==> src/rtl/imem_arbiter.sv <==
// Round-robin arbiter and access sequencer sharing the instruction memory between CPU fetch and loader.
// Optional IMEM_ARB_LDR_LOCK_EN adds ldr_lock, giving the loader exclusive ownership while asserted.
module imem_arbiter #(
    parameter logic [31:0] BASE_ADDR  = 32'h00400000,
    parameter int          DEPTH_LOG2 = 8
) (
    input  logic                  clock,
    input  logic                  clear,
`ifdef IMEM_ARB_LDR_LOCK_EN
    input  logic                  ldr_lock,
`endif
    input  logic                  cpu_req_valid,
    output logic                  cpu_req_ready,
    input  logic [31:0]           cpu_addr,
    output logic                  cpu_rsp_valid,
    output logic [31:0]           cpu_rsp_instr,
    output logic                  cpu_rsp_err,
    input  logic                  ldr_req_valid,
    output logic                  ldr_req_ready,
    input  logic [31:0]           ldr_addr,
    input  logic                  ldr_we,
    input  logic [31:0]           ldr_wdata,
    output logic                  ldr_rsp_valid,
    output logic [31:0]           ldr_rsp_rdata,
    output logic                  ldr_rsp_err,
    output logic                  mem_en,
    output logic                  mem_we,
    output logic [DEPTH_LOG2-1:0] mem_index,
    output logic [31:0]           mem_wdata,
    input  logic [31:0]           mem_rdata
);

    localparam logic [31:0] SPAN = 32'(4) << DEPTH_LOG2;

    logic        lock;
    logic        last_ldr, last_ldr_nxt;
    logic        grant_cpu, grant_ldr, grant_any;
    logic [31:0] sel_addr, offset;
    logic        in_win;
    logic        rsp_cpu, rsp_ldr, rsp_err, rsp_rd;

`ifdef IMEM_ARB_LDR_LOCK_EN
    assign lock = ldr_lock;
`else
    assign lock = 1'b0;
`endif

    // State register: round-robin pointer plus the one-deep response pipeline.
    always_ff @(posedge clock) begin
        if (clear) begin
            last_ldr <= 1'b1;
            rsp_cpu  <= 1'b0;
            rsp_ldr  <= 1'b0;
            rsp_err  <= 1'b0;
            rsp_rd   <= 1'b0;
        end else begin
            last_ldr <= last_ldr_nxt;
            rsp_cpu  <= grant_cpu;
            rsp_ldr  <= grant_ldr;
            rsp_err  <= grant_any && !in_win;
            rsp_rd   <= grant_ldr && !ldr_we;
        end
    end

    // Grant and next-pointer; lock cycles leave the pointer untouched.
    always_comb begin
        grant_cpu    = 1'b0;
        grant_ldr    = 1'b0;
        last_ldr_nxt = last_ldr;
        if (!clear) begin
            if (lock) begin
                grant_ldr = ldr_req_valid;
            end else if (cpu_req_valid && ldr_req_valid) begin
                grant_cpu = last_ldr;
                grant_ldr = !last_ldr;
            end else begin
                grant_cpu = cpu_req_valid;
                grant_ldr = ldr_req_valid;
            end
            if ((grant_cpu || grant_ldr) && !lock)
                last_ldr_nxt = grant_ldr;
        end
    end

    assign grant_any = grant_cpu || grant_ldr;
    assign sel_addr  = grant_ldr ? ldr_addr : cpu_addr;
    assign offset    = sel_addr - BASE_ADDR;
    assign in_win    = (sel_addr >= BASE_ADDR) && (offset < SPAN) && (sel_addr[1:0] == 2'b00);

    // Outputs: memory issue in the handshake cycle, response strobes one cycle later.
    always_comb begin
        cpu_req_ready = grant_cpu;
        ldr_req_ready = grant_ldr;
        mem_en        = grant_any && in_win;
        mem_we        = grant_ldr && in_win && ldr_we;
        mem_index     = mem_en ? offset[DEPTH_LOG2+1:2] : '0;
        mem_wdata     = mem_we ? ldr_wdata : '0;

        cpu_rsp_valid = rsp_cpu && !clear;
        cpu_rsp_err   = cpu_rsp_valid && rsp_err;
        cpu_rsp_instr = (cpu_rsp_valid && !rsp_err) ? mem_rdata : '0;
        ldr_rsp_valid = rsp_ldr && !clear;
        ldr_rsp_err   = ldr_rsp_valid && rsp_err;
        ldr_rsp_rdata = (ldr_rsp_valid && !rsp_err && rsp_rd) ? mem_rdata : '0;
    end

endmodule

==> config.mk <==
export PLATFORM = sky130hd
export DESIGN_NAME = imem_arbiter
export DESIGN_NICKNAME = d
export VERILOG_FILES = /design/src/rtl/imem_arbiter.sv
export SDC_FILE = /design/constraint.sdc
export NUM_CORES = 1
export LEC_CHECK = 0
export ABC_CLOCK_PERIOD_IN_PS = 1400
export BUFFER_PORTS_ARGS = -buffer_cell sky130_fd_sc_hd__buf_2
export CORE_AREA = 3 3 94 96
export DETAILED_ROUTE_END_ITERATION = 6
export DIE_AREA = 0 0 97 99
export PLACE_DENSITY = 0.53
export SLEW_MARGIN = 20
export SYNTH_ARGS = -nofsm -noshare
export SYNTH_HDL_FRONTEND = slang
export SYNTH_SLANG_ARGS = --single-unit
==> constraint.sdc <==
create_clock -name clock -period 1.4 [get_ports clock]
set_input_delay 0.14 -clock clock [delete_from_list [all_inputs] [get_ports clock]]
set_output_delay 0.14 -clock clock [all_outputs]
set_load 0.1 [all_outputs]
==> results.toml <==
[setup_path]
critPathRequiredTime_ns = 1.26
critical_path_class = "in2out"
cp-end-kind = "output port"
cp_cell_sequence = "buf_6, or4_4, nor4b_4, nand4_4, buf_12, a21oi_4, buf_12"
timing.critical_path.mode_cell = "buf_12"
startpoint_type = "input port"
cp_max_fo = 9
critical_path.top_delay_family = "simple AND/OR/NAND/NOR gates"
slowest_stage = "or4_4"
max_stage_delay_ns = 0.53
cp.arrival_ns = 1.72
crit_buf_inv = 3

[yosys]
syn_area_per_cell_um2 = 6.790
yosys.area.top_type = "and2_1"
synth_common_cells = "and2_1 (98), nor4_1 (10), clkbuf_1 (9)"
ys_types = 25
netlist_instances = 171
synth.top_cells.by_area = "and2_1 (53%), dfxtp_1 (8.6%), mux2i_1 (6.9%)"
synth_area_um2 = 1161
synthFlopType = "dfxtp_1"
synth_edf_count = 0
ys_seq_area_frac = 0.08621
async_flop_share = 0
synth_seq_cells = 5
yosys.area.top_type_share = 0.5280
ys_warn_count = 0
yosysMostFrequentCell = "and2_1"
synth_fp_nets = 304

[clock_network]
cts_max_level = 1
cts_sinks = 5
cts_buffers = 3
cts_max_path_buffers = 2
cts_tree = "built"
cts-root-buf = "clkbuf_8"
clk_latency_ns = 0.22
clk_pin_slew_ns = 0.03

[drt]
drt-total-wl_mm = 8.408
vias_per_cell = 4.241
drt.antenna.violating_nets = 0
dr.pass1.iters = 4
drcViolationCount = 0
avgRoutedWirePerCell_um = 15.23
dr_total_vias = 2341
dr.first_iter.drc_count = 16

[floorplanning]
die_area_um2 = 9603
ios = 245
die_w_um = 97
die-height_um = 99
start_util = 0.1427
core_area_um2 = 8134
row_count = 33

[finish]
final_net_count = 581
num_antenna_cells = 0
instances_no_fill = 552
area_delta_synth_final_pct = 345.5
n_fill_cell = 609
layout-drive-gt1-share = 0.9172
fin_util = 0.6359

[grt]
grt_pass1_vias = 2424
grtUsageTotal = 0.1585
grtUsageMet1 = 0.1624
use_met3 = 0.03539
grt_max_degree = 17
grt-ovfl-total = 0
grt_pass1_wl_mm = 12.36
met2_usage = 0.3222
grt_busiest_layer = "met2"
antenna_found_initial = 0

[sta]
rsz0062_at_grt = "true"
period_share = 1.329
tightest_slew_ns = 0.3724
setup_slack_ns = -0.4603
slew_headroom = 0.7495
setup_viol_count_final = 108
period_minus_slack_ns = 1.860
finalHoldViolCount = 0
max_freq_mhz = 537.5
fin_worst_skew_ns = 0.0002179
finalMaxSlewViolations = 0

[status]
status = "finished, violations left"
violations = "negative setup slack"

[power]
cellLeakagePower_uw = 0.002407
powerDensity_nw_per_um2 = 247.5
ir_drop_v = 0.0002086

[placed_design]
hpwl_mm = 7.098
globalplace.congestion = 0.7646
port_buffers = 244
dp_cells = 529

[min_path]
hold_path.class = "in2reg"

[job]
cap_viol_max_count = 0
==> logic make-up after synthesis <==
kind of cell | share of synthesized area
AOI/OAI and AO/OA | 0.05280
buffers and inverters | 0.04741
DFF | 0.08621
muxes | 0.06897
and+or+nand+nor | 0.7446
==> where the power goes <==
part / leakage (uW) / total [uW] / internal, uW / switching [uW]
combinational: 0.00234 / 855 / 398 / 457
sequential: 0.0000416 / 156 / 153 / 3.14
clock: 0.0000228 / 269 / 196 / 73.7
total: 0.00241 / 1280 / 746 / 534
==> registers in the layout (all words and copies together) (netlist names) <==
name      cells
last_ldr      1
rsp_cpu       1
rsp_rd        1
rsp_err       1
rsp_ldr       1
==> layout by cell type (no fill, tap or decap), types with 2 or more instances in the layout <==
cell and count:
buf_2 131, clkbuf_8 3, nand4_1 3, nor2b_4 3
dfxtp_1 3, nor4_1 9, clkbuf_16 2, mux2i_1 8
a21oi_4 8, inv_1 2, dfxtp_2 2, nor2_1 3
nand2_2 2, buf_16 4, buf_6 9, buf_12 120
and2_4 98, buf_4 16
==> worst paths after layout <==
kind / from / end / slack, ns / cells after the start
max reg2reg: last_ldr$_SDFFE_PP1P_ / rsp_err$_SDFF_PP0_ / 0.08 / 5
min: ldr_we / rsp_rd$_SDFF_PP0_ / 0.11 / 2
min reg2reg: last_ldr$_SDFFE_PP1P_ / last_ldr$_SDFFE_PP1P_ / 0.51 / 2
max: cpu_addr[0] / mem_index[5] / -0.46 / 7
==> cell type report <==
type                    count  area [um^2]  share of cell area
inverters                   3        15.01            0.002903
flip-flops and latches      5        102.6             0.01984
clock buffers               4        45.04            0.008708
well taps                 105        131.4             0.02540
multi-input cells         152         1424              0.2753
repair buffers            283         3455              0.6679
==> per-layer routing <==
| layer | vias up | part of all wire |
|---|---|---|
| met1 | 1072 | 0.34 |
| met5 | - | 0 |
| met4 | 0 | 0.019 |
| met3 | 15 | 0.077 |
| met2 | 135 | 0.56 |
| li1 | 1119 | - |
==> worst reg2reg max path: stages, from the launching register on <==
cell	delay, ns
dfxtp_2	0.31
nand2_2	0.08
nand4_1	0.18
or2_4	0.31
buf_12	0.16
and3b_1	0.17
==> stage by stage <==
| step | total power [uW] | TNS (ns) | setup slack [ns] | hold slack, ns | instance area [um^2] |
|---|---|---|---|---|---|
| global route | 1343 | -32.88 | -0.5323 | 0.1136 | 5172 |
| detailed placement | 969.1 | -15.28 | -0.4902 | 0.3530 | 4772 |
| global placement | 953.9 | -12.97 | -0.4332 | 0.3566 | 4772 |
| floorplan | 552.0 | -37.56 | -0.6721 | 0.2124 | 1625 |
| CTS | 1285 | -28.55 | -0.4703 | 0.1150 | 5142 |
| finish | 1280 | -25.97 | -0.4603 | 0.1133 | 5172 |
==> repair_timing <==
item	4_1_cts	5_1_grt
pin swaps	7	19
endpoints found under the setup margin	109	109
gates cloned	6	2
hold buffers	0	0
setup buffers	13	4
resized for setup	20	7
No activity file was read; power rests on OpenSTA's default activity.
